<file path="config.mk">
export PLATFORM = sky130hd
export DESIGN_NAME = fifo_tx_serializer
export DESIGN_NICKNAME = d
export VERILOG_FILES = /design/src/rtl/fifo_ser_pkg.sv /design/src/rtl/ser_bit_timer.sv /design/src/rtl/fifo_tx_serializer.sv
export SDC_FILE = /design/constraint.sdc
export NUM_CORES = 1
export LEC_CHECK = 0
export CAP_MARGIN = 20
export CORE_MARGIN = 3
export CORE_UTILIZATION = 49
export CTS_BUF_LIST = sky130_fd_sc_hd__clkbuf_4
export DETAILED_ROUTE_END_ITERATION = 12
export GPL_TIMING_DRIVEN = 1
export PLACE_DENSITY = 0.83
export SETUP_SLACK_MARGIN = 0.3
export SLEW_MARGIN = 25
export SYNTH_ARGS = -nofsm -noshare
export SYNTH_HDL_FRONTEND = slang
export SYNTH_SLANG_ARGS = --single-unit
</file>
<file path="constraint.sdc">
create_clock -name clk -period 1.7 [get_ports clk]
set_input_delay 0.17 -clock clk [delete_from_list [all_inputs] [get_ports clk]]
set_output_delay 0.17 -clock clk [all_outputs]
set_load 0.01 [all_outputs]
</file>
<file path="src/rtl/fifo_ser_pkg.sv">
// ============================================================================
// Module      : fifo_ser_pkg
// Description : Shared state encoding and line-level constants for the
//               FIFO-fed UART-style transmit serializer.
// Revision    : 1.0 - initial release
// ============================================================================
`default_nettype none

package fifo_ser_pkg;

  localparam logic [2:0] ST_IDLE   = 3'd0;
  localparam logic [2:0] ST_FETCH  = 3'd1;
  localparam logic [2:0] ST_LOAD   = 3'd2;
  localparam logic [2:0] ST_START  = 3'd3;
  localparam logic [2:0] ST_DATA   = 3'd4;
  localparam logic [2:0] ST_PARITY = 3'd5;
  localparam logic [2:0] ST_STOP   = 3'd6;

  localparam logic START_BIT = 1'b0;
  localparam logic STOP_BIT  = 1'b1;

  typedef enum logic [2:0] {
    S_IDLE   = ST_IDLE,
    S_FETCH  = ST_FETCH,
    S_LOAD   = ST_LOAD,
    S_START  = ST_START,
    S_DATA   = ST_DATA,
    S_PARITY = ST_PARITY,
    S_STOP   = ST_STOP
  } ser_state_t;

endpackage

`default_nettype wire

</file>
<file path="src/rtl/ser_bit_timer.sv">
// ============================================================================
// Module      : ser_bit_timer
// Description : Baud counter; counts 0..CLKS_PER_BIT-1 while run is high and
//               flags the last cycle of each serial bit (and the one before).
// Revision    : 1.0 - initial release
// ============================================================================
`default_nettype none

module ser_bit_timer #(
  parameter int CLKS_PER_BIT = 8
) (
  input  logic clk,
  input  logic reset,
  input  logic run,
  output logic tick,
  output logic tick_next
);

  localparam int CW = (CLKS_PER_BIT > 2) ? $clog2(CLKS_PER_BIT) : 1;
  localparam logic [CW-1:0] C_LAST = CW'(CLKS_PER_BIT - 1);
  localparam logic [CW-1:0] C_PRE  = CW'(CLKS_PER_BIT - 2);

  logic [CW-1:0] r_count;

  always_ff @(posedge clk or negedge reset) begin
    if (!reset) begin
      r_count <= '0;
    end else if (!run || tick) begin
      r_count <= '0;
    end else begin
      r_count <= r_count + 1'b1;
    end
  end

  assign tick      = run && (r_count == C_LAST);
  // Lets the caller register a strobe that lands exactly on the last bit cycle.
  assign tick_next = run && (r_count == C_PRE);

endmodule

`default_nettype wire

</file>
<file path="src/rtl/fifo_tx_serializer.sv">
// ============================================================================
// Module      : fifo_tx_serializer
// Description : Pops words from a small FIFO and shifts each out as a frame:
//               start(0), DATA_W bits LSB first, optional even parity, stop(1).
// Revision    : 1.0 - initial release
// ============================================================================
`default_nettype none

module fifo_tx_serializer
  import fifo_ser_pkg::*;
#(
  parameter int DATA_W       = 4,
  parameter int CLKS_PER_BIT = 8,
  parameter int PARITY_EN    = 0
) (
  input  logic              clk,
  input  logic              reset,
  input  logic              tx_en,
  input  logic              fifo_empty,
  input  logic [DATA_W-1:0] fifo_data,
  output logic              pop,
  output logic              tx,
  output logic              busy,
  output logic              frame_done
);

  localparam int BCW = (DATA_W > 1) ? $clog2(DATA_W) : 1;
  localparam logic [BCW-1:0] C_BIT_LAST = BCW'(DATA_W - 1);

  ser_state_t        r_state;
  ser_state_t        w_state_nxt;
  logic [DATA_W-1:0] r_shift;
  logic [DATA_W-1:0] w_shift_nxt;
  logic [BCW-1:0]    r_bit_cnt;
  logic [BCW-1:0]    w_bit_cnt_nxt;
  logic              r_parity;
  logic              w_parity_nxt;
  logic              r_tx;
  logic              r_pop;
  logic              r_busy;
  logic              r_frame_done;
  logic              w_tx_nxt;
  logic              w_run;
  logic              w_tick;
  logic              w_tick_next;

  assign w_run = (r_state == S_START) || (r_state == S_DATA) ||
                 (r_state == S_PARITY) || (r_state == S_STOP);

  ser_bit_timer #(
    .CLKS_PER_BIT (CLKS_PER_BIT)
  ) u_bit_timer (
    .clk       (clk),
    .reset     (reset),
    .run       (w_run),
    .tick      (w_tick),
    .tick_next (w_tick_next)
  );

  always_comb begin
    w_state_nxt   = r_state;
    w_shift_nxt   = r_shift;
    w_bit_cnt_nxt = r_bit_cnt;
    w_parity_nxt  = r_parity;
    w_tx_nxt      = STOP_BIT;

    case (r_state)
      S_IDLE: begin
        if (tx_en && !fifo_empty) begin
          w_state_nxt = S_FETCH;
        end
      end
      S_FETCH: begin
        w_state_nxt = S_LOAD;
      end
      S_LOAD: begin
        w_shift_nxt   = fifo_data;
        w_parity_nxt  = ^fifo_data;
        w_bit_cnt_nxt = '0;
        w_state_nxt   = S_START;
      end
      S_START: begin
        if (w_tick) begin
          w_state_nxt = S_DATA;
        end
      end
      S_DATA: begin
        if (w_tick) begin
          w_shift_nxt = r_shift >> 1;
          if (r_bit_cnt == C_BIT_LAST) begin
            w_bit_cnt_nxt = '0;
            w_state_nxt   = (PARITY_EN != 0) ? S_PARITY : S_STOP;
          end else begin
            w_bit_cnt_nxt = r_bit_cnt + 1'b1;
          end
        end
      end
      S_PARITY: begin
        if (w_tick) begin
          w_state_nxt = S_STOP;
        end
      end
      S_STOP: begin
        if (w_tick) begin
          w_state_nxt = S_IDLE;
        end
      end
      default: begin
        w_state_nxt = S_IDLE;
      end
    endcase

    // Line level follows the state being entered so tx is a plain flop output.
    case (w_state_nxt)
      S_START:  w_tx_nxt = START_BIT;
      S_DATA:   w_tx_nxt = w_shift_nxt[0];
      S_PARITY: w_tx_nxt = w_parity_nxt;
      default:  w_tx_nxt = STOP_BIT;
    endcase
  end

  always_ff @(posedge clk or negedge reset) begin
    if (!reset) begin
      r_state      <= S_IDLE;
      r_shift      <= '0;
      r_bit_cnt    <= '0;
      r_parity     <= 1'b0;
      r_tx         <= STOP_BIT;
      r_pop        <= 1'b0;
      r_busy       <= 1'b0;
      r_frame_done <= 1'b0;
    end else begin
      r_state      <= w_state_nxt;
      r_shift      <= w_shift_nxt;
      r_bit_cnt    <= w_bit_cnt_nxt;
      r_parity     <= w_parity_nxt;
      r_tx         <= w_tx_nxt;
      r_pop        <= (w_state_nxt == S_FETCH);
      r_busy       <= (w_state_nxt != S_IDLE);
      r_frame_done <= (r_state == S_STOP) && w_tick_next;
    end
  end

  assign tx         = r_tx;
  assign pop        = r_pop;
  assign busy       = r_busy;
  assign frame_done = r_frame_done;

endmodule

`default_nettype wire

</file>
==> metrics.cfg, run 1 <==
[critical_path]
worstReg2RegStart=u_bit_timer.r_count[1]$_DFF_PN0_
r2r_slack_ns=0.13
cp-start-kind=flip-flop
path_max_fanout=9
cp-end-kind=flip-flop
critPathTopFamily=compound AO/OA/AOI/OAI gates
cp_common_cell=mux2i_1
crit_type=reg -> reg
crit_chain=ha_2 > ha_4 > mux2i_1 > a31oi_1 > o221a_2 > mux2i_1 > a21oi_1
worstPathRequired_ns=1.91
crit_arrival_ns=1.79
crit_slowest_cell=dfrtp_1
slowest_delay_ns=0.40
critPathBufInv=0
reg2reg_depth=7
rr_endpoint=tx$_DFF_PN1_

[clock_tree]
cts_tree=built
numCtsBuffers=3
cts-root-buf=clkbuf_4
h-tree-depth=1
cts_max_path_buffers=2
clk_latency_ns=0.28
path_clk_slew_ns=0.10
clock-sinks=17

[timing]
slew_headroom_pct=73.9
maxClockFrequency_ghz=0.636
tightest_slew_ns=0.388
finalSetupTns_ns=0
whs_ns=0.150
finalHoldViolations=0
period_share_pct=92.5
rsz0062_at_grt=true
drv_slew=0
timing.final.crit_period_ns=1.57
finalSetupViolCount=0
finClkSkew_ns=0.00137

[die]
dieArea_um2=2270
die_h_um=47.7
rows=14
num_io_pins=12
die_w_um=47.7
core_region_area_um2=1580
initial_core_util_pct=54.0

[synthesis]
yosys.cell_types.count=29
synthTopCellsByArea=dfrtp_1, ha_1, nor2_1
post-synth-top-count-cell=dfrtp_1
ys_seq_area_share_pct=50.1
syn_area_um2=851
synth_ff_type=dfrtp_1
avgSynthCellArea_um2=10.1
synth_top_area_share_pct=47.1
syn_inst=84
synth_edf_count=0
synth_warnings=0
ys_ff_latch=17
synth_async_sr_flop_share_pct=100
synth_nets=96
synth_top_area_cell=dfrtp_1
ys_top_cells_by_count=dfrtp_1, nor2_1, nand2_1

[routing]
dr.pass1.iters=4
top_layer=met4
num_vias=669
drt-total-wl_um=1570
drc_errors=0
wl_met3_um=48
drt_iter0_drc=9
vias_per_cell=5.53
wl_met2_um=739
wl_met1_um=765
wl_per_cell_um=12.9
drtAntennaViolNets=0

[layout]
area_growth_pct=28.5
final_cells=121
n_antenna_cell=0
drive_above_1_share_pct=20.0
fin_nets=118
fin_area_um2=1090

[min_path]
hp-class=in -> async

[flow_run]
maxCapViolCount=0

[placement]
gp_congestion=0.777
dp_cells=113
numPortBuffers=11
dp_hpwl_um=1200
place_area_um2=1040

[status]
outcome=completed

[global_routing]
gr-usage-all-layers_pct=16.2
grt-ovfl-total=0
grt_pass1_wl_um=2570
antenna_found_initial=0
grt_pass1_vias=617
grt_max_degree=15

[pwr]
leakagePower_nw=0.520
peakVddDrop_uv=890
p_per_area_nw_per_um2=1280

## power breakdown
part | switching, mW | internal [mW] | total [mW] | leakage, nW
clock network | 0.123 | 0.0872 | 0.211 | 0.0177
logic | 0.299 | 0.286 | 0.585 | 0.296
registers | 0.0705 | 0.529 | 0.600 | 0.207
## metrics by stage
step | total power, mW | util [%] | setup slack [ns]
floorplan | 0.993 | - | 0.152
finish | 1.40 | 69.4 | 0.127
global placement | 1.15 | 65.8 | 0.0707
global route | 1.52 | 69.4 | 0.0636
detailed placement | 1.18 | 65.8 | 0.0565
CTS | 1.40 | 68.4 | 0.130
## how the worst max path moves through the flow
stage | startpoint | to | slack [ns] | cells past startpoint
6_report | u_bit_timer.r_count[1]$_DFF_PN0_ | tx$_DFF_PN1_ | 0.13 | 7
5_1_grt | u_bit_timer.r_count[1]$_DFF_PN0_ | tx$_DFF_PN1_ | 0.06 | 7
4_1_cts | u_bit_timer.r_count[1]$_DFF_PN0_ | busy$_DFF_PN0_ | 0.13 | 5
3_5_place_dp | fifo_empty | busy$_DFF_PN0_ | 0.06 | 5
3_3_place_gp | fifo_empty | busy$_DFF_PN0_ | 0.07 | 5
2_1_floorplan | u_bit_timer.r_count[0]$_DFF_PN0_ | busy$_DFF_PN0_ | 0.15 | 6
## final cells by class
cell class              count  area, um2
multi-input cells          58        417
repair buffers             21        184
inverters                   5       18.8
clock inverters             1       5.00
clock buffers               3       22.5
flip-flops and latches     17        427
well taps                  16       20.0
fillers                   115        483
## placed cells by master (no fill, tap or decap)
cell type and instances:
a32oi_2 1, clkinv_2 1, a311o_1 1, ha_4 1, ha_1 2, mux2i_1 2, nor2_1 11, nor3_2 1
a32o_1 2, dfstp_2 1, dfrtp_1 16, dlygate4sd2_1 1, buf_4 10, nor3_1 1, o21ai_0 2, ha_2 1
o221a_2 1, nor3b_1 1, a21boi_2 1, inv_1 5, a22o_1 3, nor2b_1 3, clkbuf_4 3, xnor2_1 4
nand2b_1 1, a22oi_1 2, a21oi_1 3, o21ai_1 1, o31ai_1 1, nand3_1 1, a31oi_1 1, and3_1 1
nand2_1 6, or3_1 1, clkdlybuf4s50_1 10, nand4_1 1, a21o_1 1
## registers in the layout (all words and copies together), names as in the netlist
name                 cells
r_shift                  4
r_state                  3
u_bit_timer.r_count      3
r_bit_cnt                2
busy                     1
frame_done               1
pop                      1
r_parity                 1
tx                       1
## kinds of logic after synthesis
kind of cell / after synthesis / share of synthesized area, %
AO/OA/AOI/OAI: 20 / 17.6
XOR/XNOR: 4 / 4.12
adder cells (fa/ha/maj): 4 / 5.88
buffers and inverters: 9 / 4.56
flip-flops: 17 / 50.1
multiplexers: 2 / 2.35
AND/OR/NAND/NOR: 28 / 15.3
## what timing repair did
action	in CTS	in global routing
gates resized for setup	1	0
hold buffers	0	0
cloned	0	0
buffers inserted	2	2
setup endpoints to repair	8	9
## worst register-to-register path: stages, from the launching register on
cell and delay [ns]:
dfrtp_1 0.40, ha_2 0.20, ha_4 0.19, mux2i_1 0.12, a31oi_1 0.14, o221a_2 0.23, mux2i_1 0.07, a21oi_1 0.15
## layer usage
| metal | up-vias | track usage (%) |
|---|---|---|
| met4 | 0 | 6.99 |
| met1 | 321 | 21.7 |
| li1 | 338 | - |
| met2 | 8 | 25.1 |
| met3 | 2 | 3.38 |
| met5 | - | 0 |
Power figures use the tool's default switching activity.
==> run 2: changes to the inputs <==
CORE_MARGIN = 2   (was 3)
==> run 2 against run 1 <==
  * Clock-buffer cell count unchanged
  * First-iteration DRC count grew 67%
  * Cell count rose by 1.7%
  * Critical endpoint unchanged
  * Largest cell class is now multi-input combinational cells
==> metrics.cfg, run 2 (same netlist as run 1, synthesis figures left out) <==
[timing]
slew_headroom_pct=73.5  ; was 73.9%
finClkSkew_ns=0.00638  ; was 0.00137 ns
finalSetupViolCount=0  ; unchanged
finalSetupTns_ns=0  ; unchanged
tightest_slew_ns=0.393  ; was 0.388 ns
drv_slew=0  ; unchanged
maxClockFrequency_ghz=0.629  ; was 0.636 GHz
timing.final.crit_period_ns=1.59  ; was 1.57 ns
finalHoldViolations=0  ; unchanged
rsz0062_at_grt=true  ; unchanged
period_share_pct=93.5  ; was 92.5%

[pwr]
switchingPower_mw=0.528  ; was 0.493 mW
total_power_mw=1.46  ; was 1.40 mW
p_int_mw=0.930  ; was 0.903 mW
peakVddDrop_uv=848  ; was 890 uV
pwr-share-seq_pct=41.6  ; was 43.0%
p_per_area_nw_per_um2=1300  ; was 1280 nW/um2
leakagePower_nw=0.540  ; was 0.520 nW
power_frac_comb_pct=43.5  ; was 41.9%
clkPwrFrac_pct=14.9  ; was 15.1%
p_sw_share_pct=36.2  ; was 35.3%

[layout]
n_antenna_cell=0  ; unchanged
fin_util_pct=67.0  ; was 69.4%
largest_register_ffs=4  ; unchanged
final_common_cell=dfrtp_1  ; unchanged
drive_above_1_share_pct=22.6  ; was 20.0%
final_cell_mix=dfrtp_1, nor2_1, clkdlybuf4s50_1, buf_4, nand2_1  ; unchanged
fin_nets=119  ; was 118
top_regs=r_shift: 4 flops, r_state: 3 flops, u_bit_timer.r_count: 3 flops  ; unchanged
area_growth_pct=31.6  ; was 28.5%
top_register=r_shift  ; unchanged

[die]
core_region_area_um2=1670  ; was 1580 um2
die_w_um=45.7  ; was 47.7 um
num_io_pins=12  ; unchanged
die_h_um=45.7  ; was 47.7 um
dieArea_um2=2090  ; was 2270 um2
rows=15  ; was 14
initial_core_util_pct=50.9  ; was 54.0%

[critical_path]
worstReg2RegStart=u_bit_timer.r_count[0]$_DFF_PN0_  ; was u_bit_timer.r_count[1]$_DFF_PN0_
worstPathRequired_ns=1.92  ; was 1.91 ns
reg2reg_depth=7  ; unchanged
startpoint=u_bit_timer.r_count[0]$_DFF_PN0_  ; was u_bit_timer.r_count[1]$_DFF_PN0_
crit_arrival_ns=1.81  ; was 1.79 ns
cp-start-kind=flip-flop  ; unchanged
cp-end-kind=flip-flop  ; unchanged
r2r_slack_ns=0.11  ; was 0.13 ns
crit_type=reg -> reg  ; unchanged
path_max_fanout=8  ; was 9
rr_endpoint=tx$_DFF_PN1_  ; unchanged

[clock_tree]
clk_latency_ns=0.29  ; was 0.28 ns
cts-root-buf=clkbuf_4  ; unchanged
numCtsBuffers=3  ; unchanged
cts_max_path_buffers=2  ; unchanged
path_clk_slew_ns=0.10  ; about the same
clock-sinks=17  ; unchanged
h-tree-depth=1  ; unchanged
cts_tree=built  ; unchanged

[global_routing]
met2_usage_pct=33.2  ; was 25.1%
grt-ovfl-total=0  ; unchanged
antenna_found_initial=0  ; unchanged
met1_usage_pct=23.7  ; was 21.7%
busiest_layer=met2  ; unchanged
grt_pass1_wl_um=2820  ; was 2570 um
grt_max_degree=13  ; was 15
grt_pass1_vias=653  ; was 617
gr-usage-all-layers_pct=19.5  ; was 16.2%
grt_use_met3_pct=3.57  ; was 3.38%

[routing]
drc_errors=0  ; unchanged
wl_per_cell_um=14.4  ; was 12.9 um
vias_per_cell=5.70  ; was 5.53
num_vias=701  ; was 669
drt-total-wl_um=1780  ; was 1570 um
drt_iter0_drc=15  ; was 9
drtAntennaViolNets=0  ; unchanged
dr.pass1.iters=4  ; unchanged

[flow_run]
maxCapViolCount=0  ; unchanged

[placement]
gp_congestion=0.766  ; was 0.777
numPortBuffers=11  ; unchanged
dp_hpwl_um=1290  ; was 1200 um

[min_path]
hp-class=in -> async  ; unchanged

[status]
outcome=completed  ; unchanged

[run 2: cell count changes in the layout (fill, tap and decap cells not counted), sizes merged]
cell	delta
buf	+1
[run 2: worst max path at each step]
stage	to	slack, ns
floorplan	busy$_DFF_PN0_	0.15
CTS	busy$_DFF_PN0_	0.12
global placement	busy$_DFF_PN0_	0.07
global route	tx$_DFF_PN1_	0.01
finish	tx$_DFF_PN1_	0.11
detailed placement	busy$_DFF_PN0_	0.04
[run 2: stage by stage]
step | setup slack (ns) | instances | cell area, um2 | hold slack [ns]
after floorplan | 0.152 | 84 | 888 | -0.126
after global placement | 0.0681 | 115 | 1050 | 0.437
after global routing | 0.0131 | 123 | 1120 | 0.116
after CTS | 0.121 | 121 | 1090 | 0.123
final | 0.111 | 123 | 1120 | 0.117
after detailed placement | 0.0404 | 115 | 1050 | 0.437
[run 2: layer usage]
metal  vias to the layer above  wire [um]
met5                         -          0
met2                         9        909
met1                       349        785
li1                        339          -
met4                         0         31
met3                         4         49
[run 2: layout make-up]
type	instances	area, um2
clock buffers	3	22.5
clock inverters	1	5.00
fillers	126	551
inverters	5	18.8
multi-input cells	58	430
flip-flops and latches	17	427
well taps	17	21.3
repair buffers	22	195
[run 2: power by group through the flow]
stage               sequential (mW)  combinational [mW]  clock (mW)
global placement              0.606               0.544           0
finish                        0.606               0.635       0.217
floorplan                     0.606               0.387           0
detailed placement            0.615               0.569           0
global route                  0.616               0.710       0.247
CTS                           0.604               0.593       0.221
[run 2: repair_timing]
action,in CTS,in global routing
setup endpoints to repair,8,8
pin swaps,0,2
resized for setup,2,3
buffers inserted,2,2
hold buffers,0,0
[run 2: critical path, cell delays in order, from the launching register on]
cell and delay [ns]:
dfrtp_1 0.37, ha_2 0.20, ha_4 0.19, mux2i_1 0.19, a31oi_1 0.09, o221a_2 0.26
mux2i_1 0.13, a21oi_1 0.09
==> run 3: changes to the inputs <==
PLACE_DENSITY = 0.76   (was 0.83)
==> run 3 against run 2 <==
  * Combinational power is 1% higher
  * Sequential share of layout area is 0.76 points lower
  * Utilization is 1.6 points higher
  * Clock power is 2% lower
  * Cell area is 2.3% higher
  * Clock-buffer cell count stayed put
  * Die area stayed put
  * Fmax is 2.2% lower
  * Non-clock buffer count stayed put
  * Critical endpoint unchanged
  * Wire length is 3.2% lower
  * Clock skew is 0.0044 ns lower
  * Global-route usage is 1.2 points lower
==> metrics.cfg, run 3 (same netlist as run 1, synthesis figures left out) <==
[clock_tree]
cts_max_path_buffers=2  ; unchanged
clock-sinks=17  ; unchanged
cts_hold_buffers=0  ; unchanged
path_clk_slew_ns=0.10  ; about the same
clk_latency_ns=0.29  ; about the same
numCtsBuffers=3  ; unchanged
cts-root-buf=clkbuf_4  ; unchanged
cts_tree=built  ; unchanged
h-tree-depth=1  ; unchanged

[placement]
place_area_um2=1030  ; was 1050 um2
dp_cells=113  ; was 115
dp_hpwl_um=1200  ; was 1290 um
gp_congestion=0.793  ; was 0.766
numPortBuffers=11  ; unchanged

[routing]
dr.pass1.iters=4  ; unchanged
drc_errors=0  ; unchanged
vias_per_cell=5.78  ; was 5.70
drt-total-wl_um=1720  ; was 1780 um
num_vias=711  ; was 701
drt_iter0_drc=14  ; was 15
wl_per_cell_um=14.0  ; was 14.4 um
drtAntennaViolNets=0  ; unchanged

[global_routing]
grt_pass1_wl_um=2640  ; was 2820 um
antenna_found_initial=0  ; unchanged
grt_pass1_vias=585  ; was 653
grt-ovfl-total=0  ; unchanged
grt_max_degree=13  ; unchanged
gr-usage-all-layers_pct=18.3  ; was 19.5%

[status]
outcome=completed  ; unchanged

[timing]
drv_slew=0  ; unchanged
slew_headroom_pct=78.9  ; was 73.5%
finalSetupViolCount=0  ; unchanged
timing.final.crit_period_ns=1.62  ; was 1.59 ns
finalHoldViolations=0  ; unchanged
whs_ns=0.126  ; was 0.117 ns
maxClockFrequency_ghz=0.615  ; was 0.629 GHz
tightest_slew_ns=0.316  ; was 0.393 ns
rsz0062_at_grt=true  ; unchanged
period_share_pct=95.6  ; was 93.5%
finalSetupTns_ns=0  ; unchanged
finClkSkew_ns=0.00199  ; was 0.00638 ns

[layout]
top_regs=r_shift: 4 flops, r_state: 3 flops, u_bit_timer.r_count: 3 flops  ; unchanged
drive_above_1_share_pct=27.4  ; was 22.6%
top_register=r_shift  ; unchanged
fin_area_um2=1150  ; was 1120 um2
area_growth_pct=34.7  ; was 31.6%
final_cells=123  ; unchanged
fin_nets=119  ; unchanged
largest_register_ffs=4  ; unchanged
final_common_cell=dfrtp_1  ; unchanged
n_antenna_cell=0  ; unchanged
final_cell_mix=dfrtp_1, nor2_1, clkdlybuf4s50_1, buf_4  ; was dfrtp_1, nor2_1, clkdlybuf4s50_1, buf_4, nand2_1
n_fill_cell=129  ; was 126

[critical_path]
cp-start-kind=flip-flop  ; unchanged
worstReg2RegStart=u_bit_timer.r_count[1]$_DFF_PN0_  ; was u_bit_timer.r_count[0]$_DFF_PN0_
path_max_fanout=8  ; unchanged
cp.depth=6  ; was 7
crit_type=reg -> reg  ; unchanged
rr_endpoint=tx$_DFF_PN1_  ; unchanged
critPathTopFamily=flip-flops  ; was compound AO/OA/AOI/OAI gates
reg2reg_depth=6  ; was 7
crit_end=tx$_DFF_PN1_  ; unchanged
worstPathRequired_ns=1.92  ; about the same
critPathBufInv=0  ; unchanged
startpoint=u_bit_timer.r_count[1]$_DFF_PN0_  ; was u_bit_timer.r_count[0]$_DFF_PN0_
slowest_delay_ns=0.40  ; was 0.37 ns
crit_slowest_cell=dfrtp_1  ; unchanged
crit_arrival_ns=1.85  ; was 1.81 ns
cp-end-kind=flip-flop  ; unchanged
crit_chain=ha_2 > ha_4 > nor2b_1 > a311o_1 > mux2i_1 > a21oi_1  ; was ha_2 > ha_4 > mux2i_1 > a31oi_1 > o221a_2 > mux2i_1 > a21oi_1
r2r_slack_ns=0.08  ; was 0.11 ns

[die]
die_w_um=45.7  ; unchanged
num_io_pins=12  ; unchanged
dieArea_um2=2090  ; unchanged
initial_core_util_pct=50.9  ; unchanged
core_region_area_um2=1670  ; unchanged
rows=15  ; unchanged
die_h_um=45.7  ; unchanged

[flow_run]
maxCapViolCount=0  ; unchanged

[pwr]
peakVddDrop_uv=728  ; was 848 uV
leakagePower_nw=0.565  ; was 0.540 nW
total_power_mw=1.47  ; was 1.46 mW
p_per_area_nw_per_um2=1280  ; was 1300 nW/um2

[min_path]
hp-class=in -> async  ; unchanged

## run 3: worst min-delay path by stage
stage                     start                    to  slack, ns  depth (start not counted)
after floorplan           reset        busy$_DFF_PN0_      -0.13                          0
after global placement    reset         pop$_DFF_PN0_       0.45                          1
after detailed placement  reset    r_parity$_DFF_PN0_       0.45                          1
after CTS                 reset  r_state[0]$_DFF_PN0_       0.13                          1
after global routing      reset  r_state[0]$_DFF_PN0_       0.16                          1
final                     reset  r_state[0]$_DFF_PN0_       0.13                          1
## run 3: through the flow
stage / setup slack [ns] / utilization (%)
3_5_place_dp: 0.0510 / 61.7
4_1_cts: 0.126 / 64.6
2_1_floorplan: 0.152 / -
6_report: 0.0751 / 68.6
5_1_grt: -0.0519 / 68.6
3_3_place_gp: 0.0619 / 61.7
## run 3: cell type report
cell class	instances	area [um2]	area share, %
Clock buffer	3	22.5	1.97
Clock inverter	1	5.00	0.437
Inverter	5	18.8	1.64
Multi-Input combinational cell	58	455	39.7
Sequential cell	17	428	37.3
Tap cell	17	21.3	1.86
Timing Repair Buffer	22	195	17.0
## run 3: power by group
group / internal, mW / switching, mW / leakage, nW
clock: 0.0875 / 0.125 / 0.0177
sequential: 0.531 / 0.0805 / 0.206
combinational: 0.318 / 0.324 / 0.341
total: 0.936 / 0.530 / 0.565
## run 3: metal layers
layer	global-route usage [%]	vias up	share of wire, %
met1	23.9	350	43
met2	29.0	17	52
met4	10.6	0	1.3
li1	-	340	-
met3	2.38	4	3.5
met5	0	-	0
## run 3: worst reg2reg max path, delay by kind of cell, from the launching register on
family | cells | cell delay (ns)
flip-flops | 1 | 0.40
adder cells (fa/ha/maj) | 2 | 0.38
AO/OA/AOI/OAI | 2 | 0.35
AND/OR/NAND/NOR | 1 | 0.22
multiplexers | 1 | 0.20
## run 3: repair_timing
item,CTS,global route
endpoints found under the setup margin,8,10
pin swaps,0,6
setup buffers,3,3
gates resized for setup,1,10
